[src/rtl/draw_pixel_read_if.sv]
// ---------------------------------------------------------------------------
// draw_pixel_read_if
//
// Purpose: bundles the register strobe bus, the VRAM read port and the
//          result signals of the framebuffer pixel reader into one interface.
//
// Signal summary (directions as seen by the reader, i.e. the slave modport):
//   rd_reg_wr_i    in   register write strobe
//   rd_reg_num_i   in   register index (0=X 1=Y 2=SRC_ADDR 3=SRC_HEIGHT
//                       4=EXECUTE 5=KEY)
//   rd_reg_data_i  in   register write data
//   vram_sel_o     out  VRAM select
//   vram_rd_o      out  VRAM read request
//   vram_addr_o    out  VRAM word address
//   vram_ack_i     in   arbiter grant, vram_data_i valid in the same cycle
//   vram_data_i    in   VRAM read data
//   rd_data_o      out  pixel value
//   rd_valid_o     out  one-cycle result strobe
//   rd_oob_o       out  last result was out of bounds
//   rd_timeout_o   out  last request timed out
//   rd_match_o     out  pixel equals KEY (optional feature)
//   busy_o         out  request in progress
//
// The master modport is the mirror image, used by whoever drives the
// register bus and plays the VRAM arbiter.
// ---------------------------------------------------------------------------
interface draw_pixel_read_if;

    logic        rd_reg_wr_i;
    logic [2:0]  rd_reg_num_i;
    logic [15:0] rd_reg_data_i;

    logic        vram_sel_o;
    logic        vram_rd_o;
    logic [15:0] vram_addr_o;
    logic        vram_ack_i;
    logic [15:0] vram_data_i;

    logic [7:0]  rd_data_o;
    logic        rd_valid_o;
    logic        rd_oob_o;
    logic        rd_timeout_o;
    logic        rd_match_o;
    logic        busy_o;

    modport slave (
        input  rd_reg_wr_i,
        input  rd_reg_num_i,
        input  rd_reg_data_i,
        output vram_sel_o,
        output vram_rd_o,
        output vram_addr_o,
        input  vram_ack_i,
        input  vram_data_i,
        output rd_data_o,
        output rd_valid_o,
        output rd_oob_o,
        output rd_timeout_o,
        output rd_match_o,
        output busy_o
    );

    modport master (
        output rd_reg_wr_i,
        output rd_reg_num_i,
        output rd_reg_data_i,
        input  vram_sel_o,
        input  vram_rd_o,
        input  vram_addr_o,
        output vram_ack_i,
        output vram_data_i,
        input  rd_data_o,
        input  rd_valid_o,
        input  rd_oob_o,
        input  rd_timeout_o,
        input  rd_match_o,
        input  busy_o
    );

endinterface

[src/rtl/draw_pixel_read.sv]
// ---------------------------------------------------------------------------
// draw_pixel_read
//
// Purpose: framebuffer pixel reader, the read-side counterpart of the draw
//          unit's pixel writer. Coordinates and the source surface are
//          configured over the register strobe bus; EXECUTE converts (x,y)
//          into a VRAM word address, issues one VRAM read, extracts the 8bpp
//          pixel byte and returns it with a one-cycle valid strobe.
//          Out-of-bounds coordinates and unanswered requests are reported.
//
// Ports:
//   clk       system clock
//   reset_ni  asynchronous, active-low reset
//   bus       draw_pixel_read_if.slave: register bus, VRAM read port and
//             result outputs (see draw_pixel_read_if.sv)
//
// Parameters:
//   VIS_WIDTH   pixels per line (two 8bpp pixels per 16-bit word)
//   LINE_WORDS  VRAM words per line
//   DEF_HEIGHT  reset value of the source height register
//   TIMEOUT     cycles to wait for an ack before giving up (8-bit counter)
//
// Configuration macro:
//   DRAW_PIXEL_READ_KEY_EN  when defined, register 5 holds an 8-bit KEY and
//                           rd_match_o flags successful reads equal to it;
//                           otherwise rd_match_o is tied low and no KEY
//                           storage exists.
// ---------------------------------------------------------------------------
module draw_pixel_read #(
    parameter int VIS_WIDTH  = 320,
    parameter int LINE_WORDS = 160,
    parameter int DEF_HEIGHT = 240,
    parameter int TIMEOUT    = 255
) (
    input  logic             clk,
    input  logic             reset_ni,
    draw_pixel_read_if.slave bus
);

    typedef enum logic [1:0] {
        IDLE  = 2'd0,
        CHECK = 2'd1,
        REQ   = 2'd2,
        DONE  = 2'd3
    } state_t;

    localparam logic [2:0] REG_X          = 3'd0;
    localparam logic [2:0] REG_Y          = 3'd1;
    localparam logic [2:0] REG_SRC_ADDR   = 3'd2;
    localparam logic [2:0] REG_SRC_HEIGHT = 3'd3;
    localparam logic [2:0] REG_EXECUTE    = 3'd4;
`ifdef DRAW_PIXEL_READ_KEY_EN
    localparam logic [2:0] REG_KEY        = 3'd5;
`endif

    localparam logic signed [12:0] VIS_W_S   = 13'(VIS_WIDTH);
    localparam logic [15:0]        LINE_W16  = 16'(LINE_WORDS);
    localparam logic [11:0]        DEF_H12   = 12'(DEF_HEIGHT);
    localparam logic [7:0]         TIMEOUT8  = 8'(TIMEOUT);

    state_t state;
    state_t state_next;

    // Configuration registers
    logic [11:0] reg_x;
    logic [11:0] reg_y;
    logic [15:0] reg_src_addr;
    logic [11:0] reg_src_height;

    // Request / result registers
    logic [15:0] addr_q;
    logic        byte_sel;
    logic [7:0]  timeout_cnt;
    logic [7:0]  data_q;
    logic        oob_q;
    logic        timeout_q;

    // Combinational helpers
    logic        execute;
    logic        in_bounds;
    logic [15:0] addr_calc;
    logic [7:0]  pixel;
    logic [7:0]  cnt_inc;
    logic        cnt_hit;
    logic        req_ack;
    logic        req_expire;
    logic        check_oob;
    logic        sel;
    logic        rd;
    logic        busy;
    logic        valid;

    logic signed [12:0] x_ext;
    logic signed [12:0] y_ext;
    logic signed [12:0] h_ext;

    assign execute = bus.rd_reg_wr_i && (bus.rd_reg_num_i == REG_EXECUTE);

    // X, Y and the height are signed 12-bit quantities; widen by one bit so
    // the compare against VIS_WIDTH stays signed without width surprises.
    assign x_ext = {reg_x[11], reg_x};
    assign y_ext = {reg_y[11], reg_y};
    assign h_ext = {reg_src_height[11], reg_src_height};

    assign in_bounds = (x_ext >= 13'sd0) && (y_ext >= 13'sd0) &&
                       (x_ext < VIS_W_S) && (y_ext < h_ext);

    // Only used when in bounds, so y and x are non-negative here. The sum is
    // evaluated in 16 bits on purpose: addresses wrap modulo 2^16.
    assign addr_calc = reg_src_addr
                     + (16'(reg_y) * LINE_W16)
                     + 16'(reg_x[11:1]);

    // Even pixels live in the high byte of the word, odd pixels in the low.
    assign pixel = byte_sel ? bus.vram_data_i[7:0] : bus.vram_data_i[15:8];

    assign cnt_inc    = timeout_cnt + 8'd1;
    assign cnt_hit    = (cnt_inc == TIMEOUT8);
    assign req_ack    = (state == REQ) && bus.vram_ack_i;
    assign req_expire = (state == REQ) && !bus.vram_ack_i && cnt_hit;
    assign check_oob  = (state == CHECK) && !in_bounds;

    // Configuration register writes are accepted in every state; the active
    // request only depends on what was latched in CHECK.
    always_ff @(posedge clk or negedge reset_ni) begin
        if (!reset_ni) begin
            reg_x          <= 12'd0;
            reg_y          <= 12'd0;
            reg_src_addr   <= 16'd0;
            reg_src_height <= DEF_H12;
        end else if (bus.rd_reg_wr_i) begin
            case (bus.rd_reg_num_i)
                REG_X:          reg_x          <= bus.rd_reg_data_i[11:0];
                REG_Y:          reg_y          <= bus.rd_reg_data_i[11:0];
                REG_SRC_ADDR:   reg_src_addr   <= bus.rd_reg_data_i;
                REG_SRC_HEIGHT: reg_src_height <= bus.rd_reg_data_i[11:0];
                default:        ;
            endcase
        end
    end

    // State register
    always_ff @(posedge clk or negedge reset_ni) begin
        if (!reset_ni) begin
            state <= IDLE;
        end else begin
            state <= state_next;
        end
    end

    // Next state and handshake outputs. The VRAM strobes are decoded from
    // the state register so that an async reset drops them immediately.
    always_comb begin
        state_next = state;
        sel        = 1'b0;
        rd         = 1'b0;
        busy       = 1'b0;
        valid      = 1'b0;
        case (state)
            IDLE: begin
                if (execute) begin
                    state_next = CHECK;
                end
            end
            CHECK: begin
                busy       = 1'b1;
                state_next = in_bounds ? REQ : DONE;
            end
            REQ: begin
                busy = 1'b1;
                sel  = 1'b1;
                rd   = 1'b1;
                // An ack in the expiry cycle still counts as a success.
                if (bus.vram_ack_i || cnt_hit) begin
                    state_next = DONE;
                end
            end
            DONE: begin
                busy       = 1'b1;
                valid      = 1'b1;
                state_next = IDLE;
            end
            default: begin
                state_next = IDLE;
            end
        endcase
    end

    // Request latching, timeout counting and result capture. Results are
    // written on the transition into DONE and then hold until the next one.
    always_ff @(posedge clk or negedge reset_ni) begin
        if (!reset_ni) begin
            addr_q      <= 16'd0;
            byte_sel    <= 1'b0;
            timeout_cnt <= 8'd0;
            data_q      <= 8'd0;
            oob_q       <= 1'b0;
            timeout_q   <= 1'b0;
        end else begin
            if ((state == CHECK) && in_bounds) begin
                addr_q      <= addr_calc;
                byte_sel    <= reg_x[0];
                timeout_cnt <= 8'd0;
            end
            if (check_oob) begin
                data_q    <= 8'd0;
                oob_q     <= 1'b1;
                timeout_q <= 1'b0;
            end
            if ((state == REQ) && !bus.vram_ack_i) begin
                timeout_cnt <= cnt_inc;
            end
            if (req_ack) begin
                data_q    <= pixel;
                oob_q     <= 1'b0;
                timeout_q <= 1'b0;
            end
            if (req_expire) begin
                data_q    <= 8'd0;
                oob_q     <= 1'b0;
                timeout_q <= 1'b1;
            end
        end
    end

`ifdef DRAW_PIXEL_READ_KEY_EN
    logic [7:0] reg_key;
    logic       match_q;

    // KEY register and the compare flag, refreshed on every DONE entry.
    always_ff @(posedge clk or negedge reset_ni) begin
        if (!reset_ni) begin
            reg_key <= 8'd0;
            match_q <= 1'b0;
        end else begin
            if (bus.rd_reg_wr_i && (bus.rd_reg_num_i == REG_KEY)) begin
                reg_key <= bus.rd_reg_data_i[7:0];
            end
            if (check_oob || req_expire) begin
                match_q <= 1'b0;
            end else if (req_ack) begin
                match_q <= (pixel == reg_key);
            end
        end
    end

    assign bus.rd_match_o = match_q;
`else
    assign bus.rd_match_o = 1'b0;
`endif

    assign bus.vram_sel_o   = sel;
    assign bus.vram_rd_o    = rd;
    assign bus.vram_addr_o  = addr_q;
    assign bus.rd_data_o    = data_q;
    assign bus.rd_valid_o   = valid;
    assign bus.rd_oob_o     = oob_q;
    assign bus.rd_timeout_o = timeout_q;
    assign bus.busy_o       = busy;

endmodule

[src/flat_wrapper.sv]
// flat-port wrapper written by rule: the top's interface ports become plain ports
module draw_pixel_read_flat 
#(
    parameter int VIS_WIDTH  = 320,
    parameter int LINE_WORDS = 160,
    parameter int DEF_HEIGHT = 240,
    parameter int TIMEOUT    = 255
)
  (clk, reset_ni, bus_rd_reg_wr_i, bus_rd_reg_num_i, bus_rd_reg_data_i, bus_vram_sel_o, bus_vram_rd_o, bus_vram_addr_o, bus_vram_ack_i, bus_vram_data_i, bus_rd_data_o, bus_rd_valid_o, bus_rd_oob_o, bus_rd_timeout_o, bus_rd_match_o, bus_busy_o);
  draw_pixel_read_if bus_i ();
  input  logic clk;
  input  logic reset_ni;
  input wire logic [$bits(bus_i.rd_reg_wr_i)-1:0] bus_rd_reg_wr_i;
  input wire logic [$bits(bus_i.rd_reg_num_i)-1:0] bus_rd_reg_num_i;
  input wire logic [$bits(bus_i.rd_reg_data_i)-1:0] bus_rd_reg_data_i;
  output wire logic [$bits(bus_i.vram_sel_o)-1:0] bus_vram_sel_o;
  output wire logic [$bits(bus_i.vram_rd_o)-1:0] bus_vram_rd_o;
  output wire logic [$bits(bus_i.vram_addr_o)-1:0] bus_vram_addr_o;
  input wire logic [$bits(bus_i.vram_ack_i)-1:0] bus_vram_ack_i;
  input wire logic [$bits(bus_i.vram_data_i)-1:0] bus_vram_data_i;
  output wire logic [$bits(bus_i.rd_data_o)-1:0] bus_rd_data_o;
  output wire logic [$bits(bus_i.rd_valid_o)-1:0] bus_rd_valid_o;
  output wire logic [$bits(bus_i.rd_oob_o)-1:0] bus_rd_oob_o;
  output wire logic [$bits(bus_i.rd_timeout_o)-1:0] bus_rd_timeout_o;
  output wire logic [$bits(bus_i.rd_match_o)-1:0] bus_rd_match_o;
  output wire logic [$bits(bus_i.busy_o)-1:0] bus_busy_o;
  assign bus_i.rd_reg_wr_i = bus_rd_reg_wr_i;
  assign bus_i.rd_reg_num_i = bus_rd_reg_num_i;
  assign bus_i.rd_reg_data_i = bus_rd_reg_data_i;
  assign bus_vram_sel_o = bus_i.vram_sel_o;
  assign bus_vram_rd_o = bus_i.vram_rd_o;
  assign bus_vram_addr_o = bus_i.vram_addr_o;
  assign bus_i.vram_ack_i = bus_vram_ack_i;
  assign bus_i.vram_data_i = bus_vram_data_i;
  assign bus_rd_data_o = bus_i.rd_data_o;
  assign bus_rd_valid_o = bus_i.rd_valid_o;
  assign bus_rd_oob_o = bus_i.rd_oob_o;
  assign bus_rd_timeout_o = bus_i.rd_timeout_o;
  assign bus_rd_match_o = bus_i.rd_match_o;
  assign bus_busy_o = bus_i.busy_o;
  draw_pixel_read #(.VIS_WIDTH(VIS_WIDTH), .LINE_WORDS(LINE_WORDS), .DEF_HEIGHT(DEF_HEIGHT), .TIMEOUT(TIMEOUT)) u_core (.clk(clk), .reset_ni(reset_ni), .bus(bus_i));
endmodule
[config.mk]
export PLATFORM = sky130hd
export DESIGN_NAME = draw_pixel_read_flat
export DESIGN_NICKNAME = d
export VERILOG_FILES = /design/src/rtl/draw_pixel_read_if.sv /design/src/rtl/draw_pixel_read.sv /design/src/flat_wrapper.sv
export SDC_FILE = /design/constraint.sdc
export NUM_CORES = 1
export LEC_CHECK = 0
export CAP_MARGIN = 20
export CORE_UTILIZATION = 40
export CTS_BUF_LIST = sky130_fd_sc_hd__clkbuf_8
export CTS_CLUSTER_SIZE = 10
export DETAILED_ROUTE_END_ITERATION = 12
export MAX_ROUTING_LAYER = met4
export PLACE_DENSITY_LB_ADDON = 0.25
export SLEW_MARGIN = 30
export SYNTH_ARGS = -nofsm -noshare
export SYNTH_HDL_FRONTEND = slang
export SYNTH_SLANG_ARGS = --single-unit
export TNS_END_PERCENT = 1
[constraint.sdc]
create_clock -name clk -period 3.9 [get_ports clk]
set_input_delay 0.39 -clock clk [delete_from_list [all_inputs] [get_ports clk]]
set_output_delay 0.39 -clock clk [all_outputs]
set_load 0.1 [all_outputs]
==> flow_summary.yaml <==
status:
  outcome: "finished, final reports clean"
setup_path:
  crit_path_cell_trace: "ha_1 > ha_1 > and3_1 > a221o_1 > nor2_1 > xnor2_1 > ha_1 > ha_1 > and3_1 > a221oi_2 > o31ai_1 > a21oi_1 > xnor2_1 > mux2_4"
  critical_path_arrival_ns: 3.98
  setup.reg_to_reg.worst_slack_ns: 0.15
  crit-reg2reg-capture: "u_core.bus.vram_addr_o[15]"
  crit_path_top_delay_cell: "sky130_fd_sc_hd__dfrtp_1"
  worst_r2r_startpoint: "u_core.reg_y[3]"
  worst_setup_path_startpoint: "u_core.reg_y[3]"
  start_kind: "register"
  critical_path_required_ns: 4.13
  critical-path-top-cell-by-count: "sky130_fd_sc_hd__ha_1"
  critical_path.endpoint_type: "register"
  critPathMaxStageDelay_ns: 0.43
  timing.setup.critical_path_class: "reg2reg"
  worst_reg2reg_path_length_in_cells: 14
  path_max_fanout: 5
flow_run:
  maxCapViolCount: 0
detailed_routing:
  remaining_drc_errors: 0
  wl_met1_um: 5570
  ant_nets: 0
  via_count: 3777
  top_sig_layer: "met4"
  post_detailed_route_via_to_cell_ratio: 5.19
  met3WireLength_um: 381
  wire_per_inst_um: 16.0
  drt_first_pass_iters: 6
  routed-wl-met2_um: 5550
  detailedRoute.firstIterationViolations: 208
  totalWireLength_um: 11600
pwr:
  cell_internal_pwr_mw: 3.00
  seq_power_share_pct: 23.5
  power.static_leakage_nw: 3.00
  net_switching_power_figure_mw: 2.88
  p_sw_share_pct: 49.0
  pwr-share-comb_pct: 65.9
  clock_group_share_of_total_power_pct: 10.6
  p_per_area_nw_per_um2: 894
  power_mw: 5.88
  ir_worst_vdd_mv: 0.363
sta:
  max_slew_violation_count: 0
  max_freq_mhz: 267
  period_minus_slack_ns: 3.75
  timing.max_slew.rel_slack_pct: 33.5
  finalSetupViolations: 0
  skew_ns: 0.0192
  tns_ns: 0
  timing.final.hold_violations: 0
  timing.final.crit_share_pct: 96.1
  worst-slew-pin-transition_ns: 0.994
cts:
  cts_hold_buffers: 0
  clk_latency_ns: 0.36
  cts_buffer_depth: 2
  cts_tree: "yes"
  number_of_buffers_inserted_during_clock_tree_synthesis: 9
  cts_num_sinks: 89
  cts.reportedPaths.clkPinSlew_ns: 0.09
  cts.htree.levels: 3
  clock-root-buffer: "sky130_fd_sc_hd__clkbuf_8"
placement:
  weighted_congestion_reported_at_the_end_of_routability_driven_placement: 0.919
  hpwlAfterDp_um: 8870
  port_buffers: 68
logic_synthesis:
  synth_compound_area_share_pct: 11.9
  synth.avg_cell_area_sq_um: 11.5
  ys_types: 66
  netlist_instances: 476
  synth-xor-area-share_pct: 3.68
  synth.net_count: 578
  synth-adder-area-share_pct: 15.5
  synth_edf_count: 0
  yosysWarningCount: 0
  synthArstFlopShare_pct: 100
  yosysSeqAreaShare_pct: 40.8
  dominant_combinational_cell_family_by_area_after_synthesis: "adder cells"
  yosys.area.top_type: "sky130_fd_sc_hd__dfrtp_1"
  post_synth_and_or_nand_nor_area_fraction_pct: 8.24
  mappedNetlistArea_sq_um: 5470
  synth.top_cells.by_area: "sky130_fd_sc_hd__dfrtp_1 39%, sky130_fd_sc_hd__ha_1 13%, sky130_fd_sc_hd__mux2_2 12%"
  synthMuxAreaShare_pct: 15.3
  synth_top_area_share_pct: 38.9
  ys_flop_type: "sky130_fd_sc_hd__dfrtp_1"
  synth_seq_cells: 89
die:
  rows: 42
  fp.dieW_um: 119
  dieArea_sq_um: 14100
  initial_core_util_pct: 41.1
  boundaryPins: 70
  placeableCoreArea_sq_um: 13300
  die_y_um: 119
layout:
  ff_latch_area_sq_um: 2230
  multi_input_gate_area_in_the_final_layout_sq_um: 3040
  n_antenna_cell: 0
  areaGrowthSynthToFinish_pct: 20.3
  postLayoutCoreUtil_pct: 49.5
  finalNetCount: 649
  final_layout_size_suffix_gt1_share_pct: 19.7
  final.fill_count: 1199
grt:
  antenna_found_initial: 0
  wire_length_of_the_first_global_routing_pass_um: 19600
  grt_max_degree: 68
  number_of_global_route_vias_before_repair: 3869
  grt_use_total_pct: 18.2
  gr-total-overflow: 0
min_path:
  holdCritPathClass: "in2async"
[layer usage]
metal	GRT usage [%]	vias to the layer above
li1	-	1831
met1	24.4	1878
met2	27.6	61
met3	3.26	7
met4	6.72	0
met5	-	-
[cells by family after synthesis]
kind of cell,count (synthesis)
flops,89
compound gates,88
simple gates,83
mux,71
fa+ha+maj,63
buf+inv,58
xor+xnor,23
other cells,1
[cell usage after synthesis, types with 9 or more instances]
cell type	number
sky130_fd_sc_hd__a21o_1	9
sky130_fd_sc_hd__a21oi_1	13
sky130_fd_sc_hd__a32o_1	9
sky130_fd_sc_hd__dfrtp_1	85
sky130_fd_sc_hd__ha_1	55
sky130_fd_sc_hd__inv_1	43
sky130_fd_sc_hd__mux2_2	58
sky130_fd_sc_hd__mux2_4	10
sky130_fd_sc_hd__nand2_1	31
sky130_fd_sc_hd__nor2_1	14
sky130_fd_sc_hd__o21ai_0	17
sky130_fd_sc_hd__xnor2_1	18
[sequential cells by signal, indices dropped and copies added, names as in the netlist]
signal and cells:
u_core.bus.vram_addr_o 16, u_core.reg_src_addr 16, u_core.reg_src_height 12, u_core.reg_x 12, u_core.reg_y 12, u_core.bus.rd_data_o 8, u_core.timeout_cnt 8, u_core.state 2
u_core.bus.rd_oob_o 1, u_core.bus.rd_timeout_o 1, u_core.byte_sel 1
[what timing repair did]
action | 4_1_cts | 5_1_grt
buffers inserted | 0 | 1
endpoints found under the setup margin | 0 | 2
resized for setup | 0 | 5
[cell type report]
| cell class | instances | area share, % |
|---|---|---|
| Multi-Input combinational cell | 329 | 46.2 |
| Timing Repair Buffer | 75 | 11.2 |
| Clock buffer | 10 | 2.09 |
| Inverter | 43 | 2.45 |
| Sequential cell | 89 | 33.9 |
| Tap cell | 176 | 3.35 |
| Clock inverter | 6 | 0.837 |
[how the worst max path moves through the flow]
stage | to | slack (ns) | cells after the start
2_1_floorplan | u_core.bus.vram_addr_o[15] | 0.31 | 15
3_3_place_gp | u_core.bus.vram_addr_o[15] | 0.19 | 16
3_5_place_dp | u_core.bus.vram_addr_o[15] | 0.09 | 16
4_1_cts | u_core.bus.vram_addr_o[15] | 0.07 | 16
5_1_grt | u_core.bus.vram_addr_o[15] | -0.007 | 16
6_report | u_core.bus.vram_addr_o[15] | 0.15 | 14
[stage by stage]
step	instances	worst slack, ns	cell area, sq um	hold slack (ns)
final	728	0.152	6580	0.00560
after global routing	728	-0.00726	6580	0.0519
after CTS	727	0.0667	6540	0.149
after detailed placement	711	0.0940	6350	0.486
after global placement	711	0.187	6350	0.482
after floorplan	476	0.308	5470	0.0944
[power by group through the flow]
stage	Combinational, mW	Sequential [mW]	Clock [mW]
floorplan	2.21	2.12	0
global placement	3.71	1.39	0
detailed placement	3.76	1.41	0
CTS	3.79	1.39	0.654
global route	4.20	1.43	0.693
finish	3.88	1.38	0.622
[cell usage in the layout, fill, tap and decap left out, types with 3 or more instances in the layout]
master and instances:
sky130_fd_sc_hd__clkbuf_8 10, sky130_fd_sc_hd__o211ai_1 3, sky130_fd_sc_hd__fa_1 8, sky130_fd_sc_hd__nor2b_1 6
sky130_fd_sc_hd__o22ai_1 4, sky130_fd_sc_hd__dfstp_2 4, sky130_fd_sc_hd__nand2_1 31, sky130_fd_sc_hd__dfrtp_1 85
sky130_fd_sc_hd__buf_4 7, sky130_fd_sc_hd__o21a_1 5, sky130_fd_sc_hd__ha_1 54, sky130_fd_sc_hd__mux2_4 10
sky130_fd_sc_hd__o21bai_1 3, sky130_fd_sc_hd__clkdlybuf4s50_1 67, sky130_fd_sc_hd__a32o_1 9, sky130_fd_sc_hd__xor2_1 5
sky130_fd_sc_hd__xnor2_1 18, sky130_fd_sc_hd__and3_1 5, sky130_fd_sc_hd__a21oi_1 12, sky130_fd_sc_hd__inv_1 46
sky130_fd_sc_hd__mux2_2 58, sky130_fd_sc_hd__nand3_1 6, sky130_fd_sc_hd__nor2_1 14, sky130_fd_sc_hd__a211oi_1 5
sky130_fd_sc_hd__o21ai_0 17, sky130_fd_sc_hd__a21o_1 9
[worst max-delay path, delay by kind of cell (launching register included)]
kind / cells / cell delay (ns)
AND/OR/NAND/NOR: 3 / 0.56
adder cells (fa/ha/maj): 4 / 1.27
XOR/XNOR: 2 / 0.21
multiplexers: 1 / 0.26
AO/OA/AOI/OAI: 4 / 0.89
flip-flops: 1 / 0.43
Power figures use the tool's default switching activity.
